File: src/rtl/fetch_queue_pkg.sv
// fetch_queue_pkg
// Shared definitions for the instruction-fetch front end: parcel width,
// the RVC opcode mask and the helper that classifies a 16-bit parcel.
// No ports (package).
package fetch_queue_pkg;

    localparam int         PARCEL_W = 16;
    localparam logic [1:0] RVC_MASK = 2'b11;

    // A parcel starts a compressed instruction unless its two low bits are 11.
    function automatic logic is_compressed(input logic [PARCEL_W-1:0] parcel);
        return (parcel[1:0] & RVC_MASK) != RVC_MASK;
    endfunction

endpackage

File: src/rtl/fetch_queue_halfword_fifo.sv
// halfword_fifo
// Circular buffer of 2*DEPTH 16-bit parcels. Up to two parcels can be pushed
// and up to two popped per cycle; flush empties it. The two oldest parcels
// are visible combinationally on head0/head1.
// Ports:
//   clock, reset_n          clock and asynchronous active-low reset
//   flush                   discard all contents (wins over push/pop)
//   push_n, push_data0/1    number of parcels to push (0..2), oldest first
//   pop_n                   number of parcels to pop (0..2)
//   head0, head1            oldest and second-oldest parcel
//   count                   parcels currently held
module halfword_fifo
    import fetch_queue_pkg::*;
#(
    parameter int DEPTH = 4
) (
    input  logic                           clock,
    input  logic                           reset_n,
    input  logic                           flush,
    input  logic [1:0]                     push_n,
    input  logic [PARCEL_W-1:0]            push_data0,
    input  logic [PARCEL_W-1:0]            push_data1,
    input  logic [1:0]                     pop_n,
    output logic [PARCEL_W-1:0]            head0,
    output logic [PARCEL_W-1:0]            head1,
    output logic [$clog2(2*DEPTH+1)-1:0]   count
);

    localparam int SLOTS = 2 * DEPTH;
    localparam int PTR_W = $clog2(SLOTS);
    localparam int CNT_W = $clog2(SLOTS + 1);
    localparam logic [PTR_W:0] SLOTS_P = (PTR_W + 1)'(SLOTS);

    logic [PARCEL_W-1:0] mem_q [SLOTS];
    logic [PARCEL_W-1:0] mem_d [SLOTS];
    logic [PTR_W-1:0]    rd_ptr_q, rd_ptr_d;
    logic [PTR_W-1:0]    wr_ptr_q, wr_ptr_d;
    logic [CNT_W-1:0]    count_q, count_d;

    // Pointer advance with explicit wrap so DEPTH need not be a power of two.
    function automatic logic [PTR_W-1:0] ptr_add(input logic [PTR_W-1:0] p,
                                                 input logic [1:0]       n);
        logic [PTR_W:0] s;
        s = {1'b0, p} + (PTR_W + 1)'(n);
        if (s >= SLOTS_P) s = s - SLOTS_P;
        return s[PTR_W-1:0];
    endfunction

    always_comb begin
        mem_d    = mem_q;
        rd_ptr_d = rd_ptr_q;
        wr_ptr_d = wr_ptr_q;
        count_d  = count_q;
        if (flush) begin
            rd_ptr_d = '0;
            wr_ptr_d = '0;
            count_d  = '0;
        end else begin
            if (push_n != 2'd0) mem_d[wr_ptr_q] = push_data0;
            if (push_n == 2'd2) mem_d[ptr_add(wr_ptr_q, 2'd1)] = push_data1;
            wr_ptr_d = ptr_add(wr_ptr_q, push_n);
            rd_ptr_d = ptr_add(rd_ptr_q, pop_n);
            count_d  = count_q + CNT_W'(push_n) - CNT_W'(pop_n);
        end
    end

    // Parcel storage carries no reset; only the pointers and count do.
    always_ff @(posedge clock) begin
        mem_q <= mem_d;
    end

    always_ff @(posedge clock or negedge reset_n) begin
        if (!reset_n) begin
            rd_ptr_q <= '0;
            wr_ptr_q <= '0;
            count_q  <= '0;
        end else begin
            rd_ptr_q <= rd_ptr_d;
            wr_ptr_q <= wr_ptr_d;
            count_q  <= count_d;
        end
    end

    assign head0 = mem_q[rd_ptr_q];
    assign head1 = mem_q[ptr_add(rd_ptr_q, 2'd1)];
    assign count = count_q;

endmodule

File: src/rtl/fetch_queue.sv
// fetch_queue
// Instruction-fetch front end with a prefetch buffer. Fetches aligned 32-bit
// words from l1i (one request in flight), splits them into 16-bit parcels in
// a halfword queue, realigns RVC and 32-bit instructions (including ones that
// straddle a word boundary) and presents one instruction per handshake.
// A redirect flushes the queue and discards any in-flight response.
// Ports:
//   clock, reset_n                          clock, asynchronous active-low reset
//   mem_req_valid/address/ready             word fetch request to l1i
//   mem_resp_valid/data                     response word (little-endian)
//   redirect_valid/pc                       taken branch/jump, new halfword PC
//   out_valid/ready                         instruction handshake to decode
//   out_instruction, out_pc, out_is_compact instruction, its PC, 16-bit flag
//   queue_count                             parcels held (debug)
module fetch_queue
    import fetch_queue_pkg::*;
#(
    parameter int             XLEN          = 32,
    parameter int             DEPTH         = 4,
    parameter logic [XLEN-1:0] RESET_PC     = '0,
    parameter bit             COMPRESSED_EN = 1'b1
) (
    input  logic                         clock,
    input  logic                         reset_n,
    output logic                         mem_req_valid,
    output logic [XLEN-1:0]              mem_req_address,
    input  logic                         mem_req_ready,
    input  logic                         mem_resp_valid,
    input  logic [31:0]                  mem_resp_data,
    input  logic                         redirect_valid,
    input  logic [XLEN-1:0]              redirect_pc,
    output logic                         out_valid,
    input  logic                         out_ready,
    output logic [31:0]                  out_instruction,
    output logic [XLEN-1:0]              out_pc,
    output logic                         out_is_compact,
    output logic [$clog2(2*DEPTH+1)-1:0] queue_count
);

    localparam int SLOTS = 2 * DEPTH;
    localparam int CNT_W = $clog2(SLOTS + 1);
    // A request needs room for a full word (two parcels).
    localparam logic [CNT_W-1:0] REQ_LIMIT = CNT_W'(SLOTS - 2);

    logic [XLEN-1:0]     fetch_pc_q, fetch_pc_d;
    logic [XLEN-1:0]     head_pc_q, head_pc_d;
    logic                skip_low_q, skip_low_d;
    logic                outstanding_q, outstanding_d;
    logic                drop_q, drop_d;

    logic [PARCEL_W-1:0] head0, head1;
    logic [CNT_W-1:0]    count;
    logic                one_parcel, avail, req_ok, fire, resp_accept;
    logic [1:0]          push_n, pop_n;
    logic [PARCEL_W-1:0] push_data0, push_data1;

    halfword_fifo #(.DEPTH(DEPTH)) u_fifo (
        .clock      (clock),
        .reset_n    (reset_n),
        .flush      (redirect_valid),
        .push_n     (push_n),
        .push_data0 (push_data0),
        .push_data1 (push_data1),
        .pop_n      (pop_n),
        .head0      (head0),
        .head1      (head1),
        .count      (count)
    );

    always_comb begin
        // Zero parcel also takes the one-parcel path; it is just not flagged compact.
        one_parcel  = COMPRESSED_EN && is_compressed(head0);
        avail       = one_parcel ? (count != '0) : (count >= CNT_W'(2));
        // No request in the redirect cycle: fetch_pc is about to be replaced.
        req_ok      = !outstanding_q && !drop_q && (count <= REQ_LIMIT) && !redirect_valid;
        fire        = req_ok && mem_req_ready;
        resp_accept = mem_resp_valid && outstanding_q;

        pop_n  = (avail && out_ready && !redirect_valid) ? (one_parcel ? 2'd1 : 2'd2) : 2'd0;
        push_n = (resp_accept && !drop_q && !redirect_valid) ? (skip_low_q ? 2'd1 : 2'd2) : 2'd0;
        // After a redirect to pc[1]=1 the low parcel of the first word is not wanted.
        push_data0 = skip_low_q ? mem_resp_data[31:16] : mem_resp_data[15:0];
        push_data1 = mem_resp_data[31:16];
    end

    always_comb begin
        fetch_pc_d    = fetch_pc_q;
        head_pc_d     = head_pc_q;
        skip_low_d    = skip_low_q;
        outstanding_d = outstanding_q;
        drop_d        = drop_q;
        if (redirect_valid) begin
            fetch_pc_d    = {redirect_pc[XLEN-1:2], 2'b00};
            head_pc_d     = redirect_pc;
            skip_low_d    = redirect_pc[1];
            // A response landing in this very cycle is simply ignored; one still
            // in flight must be dropped when it arrives.
            outstanding_d = outstanding_q && !mem_resp_valid;
            drop_d        = outstanding_q && !mem_resp_valid;
        end else begin
            head_pc_d = head_pc_q + {{(XLEN-3){1'b0}}, pop_n, 1'b0};
            if (resp_accept) begin
                outstanding_d = 1'b0;
                if (drop_q) drop_d = 1'b0;
                else        skip_low_d = 1'b0;
            end
            if (fire) begin
                outstanding_d = 1'b1;
                fetch_pc_d    = fetch_pc_q + XLEN'(4);
            end
        end
    end

    always_ff @(posedge clock or negedge reset_n) begin
        if (!reset_n) begin
            fetch_pc_q    <= {RESET_PC[XLEN-1:2], 2'b00};
            head_pc_q     <= RESET_PC;
            skip_low_q    <= RESET_PC[1];
            outstanding_q <= 1'b0;
            drop_q        <= 1'b0;
        end else begin
            fetch_pc_q    <= fetch_pc_d;
            head_pc_q     <= head_pc_d;
            skip_low_q    <= skip_low_d;
            outstanding_q <= outstanding_d;
            drop_q        <= drop_d;
        end
    end

    // Outputs are forced to zero while reset is asserted.
    always_comb begin
        mem_req_valid   = reset_n && req_ok;
        mem_req_address = reset_n ? {fetch_pc_q[XLEN-1:2], 2'b00} : '0;
        out_valid       = reset_n && avail;
        out_instruction = '0;
        if (reset_n) out_instruction = one_parcel ? {16'h0000, head0} : {head1, head0};
        out_pc          = reset_n ? head_pc_q : '0;
        out_is_compact  = reset_n && one_parcel && (head0 != '0);
        queue_count     = reset_n ? count : '0;
    end

endmodule
File: config.mk
export PLATFORM = sky130hd
export DESIGN_NAME = fetch_queue
export DESIGN_NICKNAME = d
export VERILOG_FILES = /design/src/rtl/fetch_queue_pkg.sv /design/src/rtl/fetch_queue_halfword_fifo.sv /design/src/rtl/fetch_queue.sv
export SDC_FILE = /design/constraint.sdc
export NUM_CORES = 1
export LEC_CHECK = 0
export ABC_AREA = 0
export BUFFER_PORTS_ARGS = -buffer_cell sky130_fd_sc_hd__buf_2
export CAP_MARGIN = 40
export CORE_UTILIZATION = 60
export DETAILED_ROUTE_END_ITERATION = 12
export PLACE_DENSITY_LB_ADDON = 0.05
export SYNTH_ARGS = -nofsm -noshare
export SYNTH_HDL_FRONTEND = slang
export SYNTH_HIERARCHICAL = 1
export SYNTH_SLANG_ARGS = --single-unit
export TNS_END_PERCENT = 10
File: constraint.sdc
create_clock -name clock -period 4.5 [get_ports clock]
set_input_delay 0.9 -clock clock [delete_from_list [all_inputs] [get_ports clock]]
set_output_delay 0.9 -clock clock [all_outputs]
set_load 0.01 [all_outputs]
==> results of run 1 <==
## synth_stat cells, drive strengths merged (2+ instances only)
cell type / instances / area [um2]
a31o: 2 / 17.52
o21ai: 124 / 620.6
or3: 2 / 12.51
nor2b: 5 / 31.28
mux2i: 4 / 40.04
and3: 11 / 68.82
a31oi: 129 / 807.0
nand2b: 10 / 62.56
mux4: 64 / 1441
and4: 2 / 17.52
fa: 5 / 100.1
or4b: 2 / 23.77
o21a: 4 / 30.03
nand3b: 2 / 15.01
and3b: 32 / 280.3
dfrtp: 75 / 1877
nand4bb: 2 / 22.52
mux2: 76 / 855.8
a21o: 3 / 22.52
clkbuf: 112 / 420.4
buf: 49 / 261.5
nor3b: 18 / 135.1
xnor2: 37 / 324.1
nor4: 19 / 171.4
nor2: 26 / 97.59
a2111oi: 3 / 26.28
or2: 5 / 31.28
nor3: 138 / 695.7
o21bai: 2 / 15.01
edfxtp: 128 / 3844
a21boi: 5 / 37.54
o311ai: 2 / 17.52
a21oi: 13 / 65.06
ha: 11 / 137.6
nand4: 35 / 231.5
inv: 27 / 101.4
and2: 98 / 613.1
xor2: 18 / 157.7
nand3: 24 / 125.1
o211ai: 2 / 15.01
nand2: 163 / 611.8
## layout make-up
class | count | area [um2]
multi-input cells | 1110 | 8149
fillers | 1862 | 7136
flip-flops and latches | 203 | 5727
repair buffers | 224 | 1339
clock buffers | 41 | 785.8
well taps | 319 | 399.1
inverters | 27 | 103.9
clock inverters | 3 | 43.79
## worst max path at each step
| stage | startpoint | to | slack (ps) | cells after the start |
|---|---|---|---|---|
| 2_1_floorplan | u_fifo/rd_ptr_q[0]$_DFF_PN0_ | head_pc_q[29]$_DFF_PN0_ | 360 | 14 |
| 3_3_place_gp | u_fifo/rd_ptr_q[0]$_DFF_PN0_ | out_is_compact | 270 | 8 |
| 3_5_place_dp | u_fifo/rd_ptr_q[0]$_DFF_PN0_ | head_pc_q[29]$_DFF_PN0_ | 240 | 12 |
| 4_1_cts | u_fifo/rd_ptr_q[0]$_DFF_PN0_ | out_is_compact | 100 | 8 |
| 5_1_grt | u_fifo/rd_ptr_q[0]$_DFF_PN0_ | out_is_compact | 20 | 8 |
| 6_report | u_fifo/rd_ptr_q[1]$_DFF_PN0_ | out_is_compact | 100 | 8 |
## flip-flops by register name, indices dropped and copies added (netlist names)
name / count
drop_q: 1
fetch_pc_q: 30
head_pc_q: 32
outstanding_q: 1
skip_low_q: 1
u_fifo/count: 4
u_fifo/mem_q: 128
u_fifo/rd_ptr_q: 3
u_fifo/wr_ptr_q: 3
## critical path, stage by stage, from the launching register on
cell     delay (ps)
dfrtp_1         530
buf_4           510
mux4_2          390
mux2_2          350
nor4_2          470
buf_4           210
nand4_1         120
and3_1          230
buf_2           150
## per-stage QoR
step | utilization, % | hold WS, ps | std cells
2_1_floorplan | - | 472.8 | 1501
3_3_place_gp | 66.04 | 490.0 | 1880
3_5_place_dp | 66.28 | 494.4 | 1883
4_1_cts | 69.83 | 280.2 | 1927
5_1_grt | 69.87 | 295.1 | 1927
6_report | 69.87 | 282.8 | 1927
## what timing repair did
item	CTS	global route
resized for setup	2	4
setup endpoints to repair	1	5
setup buffers	0	0
pin swaps	0	0
endpoints found under the hold margin	0	0
## power by group
| group | internal (mW) | switching [mW] |
|---|---|---|
| combinational | 0.806 | 0.901 |
| sequential | 2.18 | 0.187 |
| clock | 1.24 | 0.801 |
## cell families (layout without fill, tap and decap cells)
| kind of cell | after synthesis | in the layout | synth area share, % |
|---|---|---|---|
| simple gates | 598 | 598 | 22.55 |
| compound gates | 295 | 295 | 11.87 |
| flops | 203 | 203 | 39.22 |
| buf+inv | 188 | 295 | 5.370 |
| mux | 144 | 144 | 16.02 |
| xor+xnor | 55 | 55 | 3.303 |
| fa+ha+maj | 16 | 16 | 1.630 |
| other cells | 1 | 2 | 0.02571 |
## metal layers
layer / vias to the layer above / track usage [%] / share of wire (%) / wire (um)
met5: - / 0 / 0 / 0
met1: 6478 / 56.38 / 38 / 18720
li1: 5772 / - / - / -
met4: 0 / 18.12 / 4.9 / 2406
met3: 186 / 7.857 / 13 / 6675
met2: 1069 / 58.23 / 44 / 21700
==> impl_metrics.json, run 1 <==
{
  "path_max_fanout": 28,
  "ir_drop_v": 0.0003529,
  "finalSetupViolations": 0,
  "grt_max_degree": 105,
  "io_pins": 173,
  "cts_sinks": 203,
  "yosysSeqAreaShare_pct": 39.22,
  "final_cell_mix": "buf_2, nand2_1, nor3_1",
  "routabilityCongestion": 0.8796,
  "dr.pass1.iters": 6,
  "netlist_area_um2": 14590,
  "syn_to_final_growth_pct": 13.45,
  "required_ps": 3600,
  "cts_root_buf": "clkbuf_16",
  "hold_viol_final": 0,
  "crit_path_end_kind": "output pin",
  "dpl_cell_area_um2": 15700,
  "dieHeight_um": 157.9,
  "layout_setup_ws_ps": 103.9,
  "setup_tns_ps": 0,
  "grt_pass1_wl_mm": 73.82,
  "antenna_found_initial": 0,
  "die_width_um": 157.9,
  "die_area_um2": 24940,
  "startpoint_type": "register",
  "syn_avg_cell_area_um2": 9.723,
  "final_common_cell": "buf_2",
  "p_total_mw": 6.113,
  "yosys_warnings": 6,
  "antenna_cells": 0,
  "reg2regPathDepth": 12,
  "drc_errors": 0,
  "rsz0062_at_grt": "false",
  "routed_wl_mm": 49.50,
  "core-area_um2": 23680,
  "min_path_type": "in -> async",
  "synth_enable_flop_cells": 128,
  "maxSlewViolCount": 0,
  "detail-route-antenna-nets": 0,
  "ys_types": 65,
  "cts_hold_buf": 0,
  "cts_tree": "done",
  "grt_use_total_pct": 39.57,
  "clk_latency_ps": 530,
  "r2r_start": "u_fifo/rd_ptr_q[0]$_DFF_PN0_",
  "clockBufferDepth": 3,
  "ys_seq_elements": 203,
  "cp_data_arrival_time_ps": 3500,
  "period_share_pct": 97.69,
  "synthFlopType": "edfxtp_1",
  "wl_per_cell_um": 25.69,
  "fin_crit_ps": 4396,
  "fmax_mhz": 227.5,
  "grt_pass1_vias": 12451,
  "synthCells": 1500,
  "via_count": 13505,
  "post-place-ws_ps": 242.5,
  "status": "completed",
  "maxCapViolCount": 0,
  "final_cell_area_um2": 16550,
  "start_util_pct": 61.59,
  "via_per_inst": 7.008,
  "hpwl_mm": 30.87,
  "htree_levels": 1,
  "rows": 56,
  "worstMarginPinSlew_ps": 959.6,
  "drive_above_1_share_pct": 27.18,
  "async_reset_ff_share_pct": 36.95,
  "r2r_end": "head_pc_q[18]$_DFF_PN0_",
  "fin_skew_ps": 9.713,
  "criticalPathCategory": "reg -> out",
  "p_leak_nw": 6.076,
  "nNetsFinal": 1676,
  "clk_pin_slew_ps": 60,
  "regToRegSetupSlack_ps": 360,
  "gr-total-overflow": 0,
  "cts_buffers": 24,
  "io_buffers": 170,
  "drt_iter0_markers": 2018,
  "powerDensity_nw_per_um2": 369.4,
  "slew_headroom_pct": 36.02
}
Power figures use the tool's default switching activity.
==> run 2: changes to the inputs <==
--- a/config.mk
+++ b/config.mk
@@ -8,9 +8,11 @@
 export ABC_AREA = 0
 export BUFFER_PORTS_ARGS = -buffer_cell sky130_fd_sc_hd__buf_2
 export CAP_MARGIN = 40
+export CORE_ASPECT_RATIO = 0.7
 export CORE_UTILIZATION = 60
 export DETAILED_ROUTE_END_ITERATION = 12
 export PLACE_DENSITY_LB_ADDON = 0.05
+export SLEW_MARGIN = 20
 export SYNTH_ARGS = -nofsm -noshare
 export SYNTH_HDL_FRONTEND = slang
 export SYNTH_HIERARCHICAL = 1
==> run 2 against run 1 <==
Wire length down 1.8%. Critical path depth down 1. Global-route usage down 0.86 points. Largest power group unchanged. Via count up 0.16%. Highest routed layer unchanged. Critical endpoint unchanged. Worst setup slack better by 120 ps. Worst hold slack better by 16 ps. Count of clock-buffer cells in the layout down 7. Clock power down 12%. Non-clock buffer count down 2.
==> impl_metrics.json, run 2 (same netlist as run 1, synthesis figures left out) <==
{
  "status": "completed",
  "period_share_pct": 95.13,
  "swShare_pct": 31.85,
  "largest_register_ffs": 128,
  "final_common_cell": "buf_2",
  "core-area_um2": 23760,
  "regToRegSetupSlack_ps": 550,
  "hold_viol_final": 0,
  "cts_tree": "done",
  "gr-total-overflow": 0,
  "fin_crit_ps": 4281,
  "clk_latency_ps": 510,
  "min_path_type": "in -> async",
  "drive_above_1_share_pct": 26.72,
  "cts_hold_buf": 0,
  "clk_pin_slew_ps": 60,
  "maxSlewViolCount": 0,
  "ff_latch_area_um2": 5727,
  "cpMaxStageDelayCell": "mux4_2",
  "startpoint_type": "register",
  "required_ps": 3600,
  "detail-route-antenna-nets": 0,
  "dieHeight_um": 132.4,
  "cp_data_arrival_time_ps": 3380,
  "dp_cells": 1879,
  "cts_buffers": 22,
  "power.share.sequential_pct": 40.3,
  "ir_drop_v": 0.0002668,
  "maxCapViolCount": 0,
  "worstMarginPinSlew_ps": 939.3,
  "die_area_um2": 24950,
  "fin_cells": 1921,
  "nFillCells": 1894,
  "routabilityCongestion": 0.9335,
  "syn_to_final_growth_pct": 12.34,
  "fin_skew_ps": 7.707,
  "htree_levels": 1,
  "worst_path_largest_cell_delay_ps": 560,
  "regMostFlops": "u_fifo/mem_q",
  "hpwl_mm": 31.84,
  "via_per_inst": 7.041,
  "r2r_start": "u_fifo/rd_ptr_q[0]$_DFF_PN0_",
  "dr.pass1.iters": 6,
  "crit_path_start": "u_fifo/rd_ptr_q[0]$_DFF_PN0_",
  "io_buffers": 170,
  "p_sw_mw": 1.871,
  "multi_input_area_um2": 8137,
  "io_pins": 173,
  "start_util_pct": 61.39,
  "via_count": 13526,
  "clockPowerShare_pct": 30.6,
  "antenna_found_initial": 1,
  "rows": 47,
  "clockBufferDepth": 3,
  "slew_headroom_pct": 37.38,
  "cts_root_buf": "clkbuf_16",
  "p_leak_nw": 6.000,
  "die_width_um": 188.4,
  "cts_sinks": 203,
  "powerDensity_nw_per_um2": 358.6,
  "finalSetupViolations": 0,
  "r2r_end": "head_pc_q[27]$_DFF_PN0_",
  "path_max_fanout": 39,
  "crit_chain": "buf_6, mux4_2, mux2_2, nor4_1, nand4_1, and3_1, buf_2",
  "drc_errors": 0,
  "grt_pass1_wl_mm": 74.22,
  "criticalPathCategory": "reg -> out",
  "grt_max_degree": 84,
  "rsz0062_at_grt": "false",
  "wl_per_cell_um": 25.31,
  "final_cell_mix": "buf_2, nand2_1, nor3_1",
  "fmax_mhz": 233.6,
  "crit_path_end_kind": "output pin",
  "setup_tns_ps": 0,
  "routed_wl_mm": 48.62,
  "nNetsFinal": 1672,
  "reg_top3": "u_fifo/mem_q: 128 flops, head_pc_q: 32 flops, fetch_pc_q: 30 flops",
  "grt_use_total_pct": 38.70,
  "internal-power_mw": 4.004,
  "grt_pass1_vias": 12538,
  "drt_iter0_markers": 2028,
  "reg2regPathDepth": 13,
  "pwr-share-comb_pct": 29.0,
  "endpoint": "out_is_compact"
}
## run 2: cell types whose count changed in the layout (fill, tap and decap cells not counted), moves of 2 or more
cell	previous run	this run
buf_12	3	5
clkinv_1	0	2
clkbuf_16	25	23
clkinv_2	1	3
clkbuf_8	10	5
buf_8	3	1
buf_4	48	46
## run 2: power groups by stage
stage | Combinational [mW] | Clock, mW | Sequential (mW)
after floorplan | 1.19 | 0 | 2.32
after global placement | 1.61 | 0 | 2.39
after detailed placement | 1.65 | 0 | 2.40
after CTS | 1.66 | 1.80 | 2.37
after global routing | 1.83 | 1.88 | 2.39
final | 1.71 | 1.80 | 2.37
## run 2: critical path, delay by kind of cell (launching register included)
family                 cells  cell delay [ps]
and+or+nand+nor            3              930
muxes                      2              870
buffers and inverters      2              540
DFF                        1              490
## run 2: through the flow
step	area [um2]	hold slack [ps]	power, mW	util [%]	setup WS, ps
finish	16390	299.0	5.875	68.97	219.0
global route	16380	317.6	6.093	68.96	151.2
CTS	16360	300.4	5.832	68.88	95.45
detailed placement	15660	492.5	4.055	65.93	622.7
global placement	15620	484.8	4.004	65.76	628.3
floorplan	14590	472.8	3.519	-	362.0
## run 2: timing repair
| item | CTS | global route |
|---|---|---|
| setup buffers | 0 | 0 |
| resized for setup | 0 | 1 |
| endpoints found under the setup margin | 0 | 3 |
## run 2: per-layer routing
| metal | vias up | GRT usage [%] | wire length (um) |
|---|---|---|---|
| met5 | - | 0 | 0 |
| met4 | 0 | 10.30 | 1304 |
| met3 | 145 | 15.23 | 8110 |
| met2 | 1161 | 52.21 | 19770 |
| met1 | 6455 | 57.57 | 19440 |
| li1 | 5765 | - | - |
## run 2: worst min-delay path by stage
stage / from / to / depth (start not counted)
4_1_cts: reset_n / head_pc_q[21]$_DFF_PN0_ / 1
6_report: reset_n / head_pc_q[20]$_DFF_PN0_ / 1
3_5_place_dp: head_pc_q[0]$_DFFE_PN0P_ / head_pc_q[0]$_DFFE_PN0P_ / 1
2_1_floorplan: head_pc_q[0]$_DFFE_PN0P_ / head_pc_q[0]$_DFFE_PN0P_ / 1
5_1_grt: reset_n / head_pc_q[20]$_DFF_PN0_ / 1
3_3_place_gp: head_pc_q[0]$_DFFE_PN0P_ / head_pc_q[0]$_DFFE_PN0P_ / 1
## run 2: final cells by class
| cell class | count | area share [%] |
|---|---|---|
| multi-input cells | 1110 | 49.66 |
| clock buffers | 34 | 4.093 |
| diodes | 1 | 0.01527 |
| flip-flops and latches | 203 | 34.95 |
| clock inverters | 6 | 0.1833 |
| inverters | 27 | 0.6338 |
| repair buffers | 222 | 8.041 |
| well taps | 318 | 2.428 |
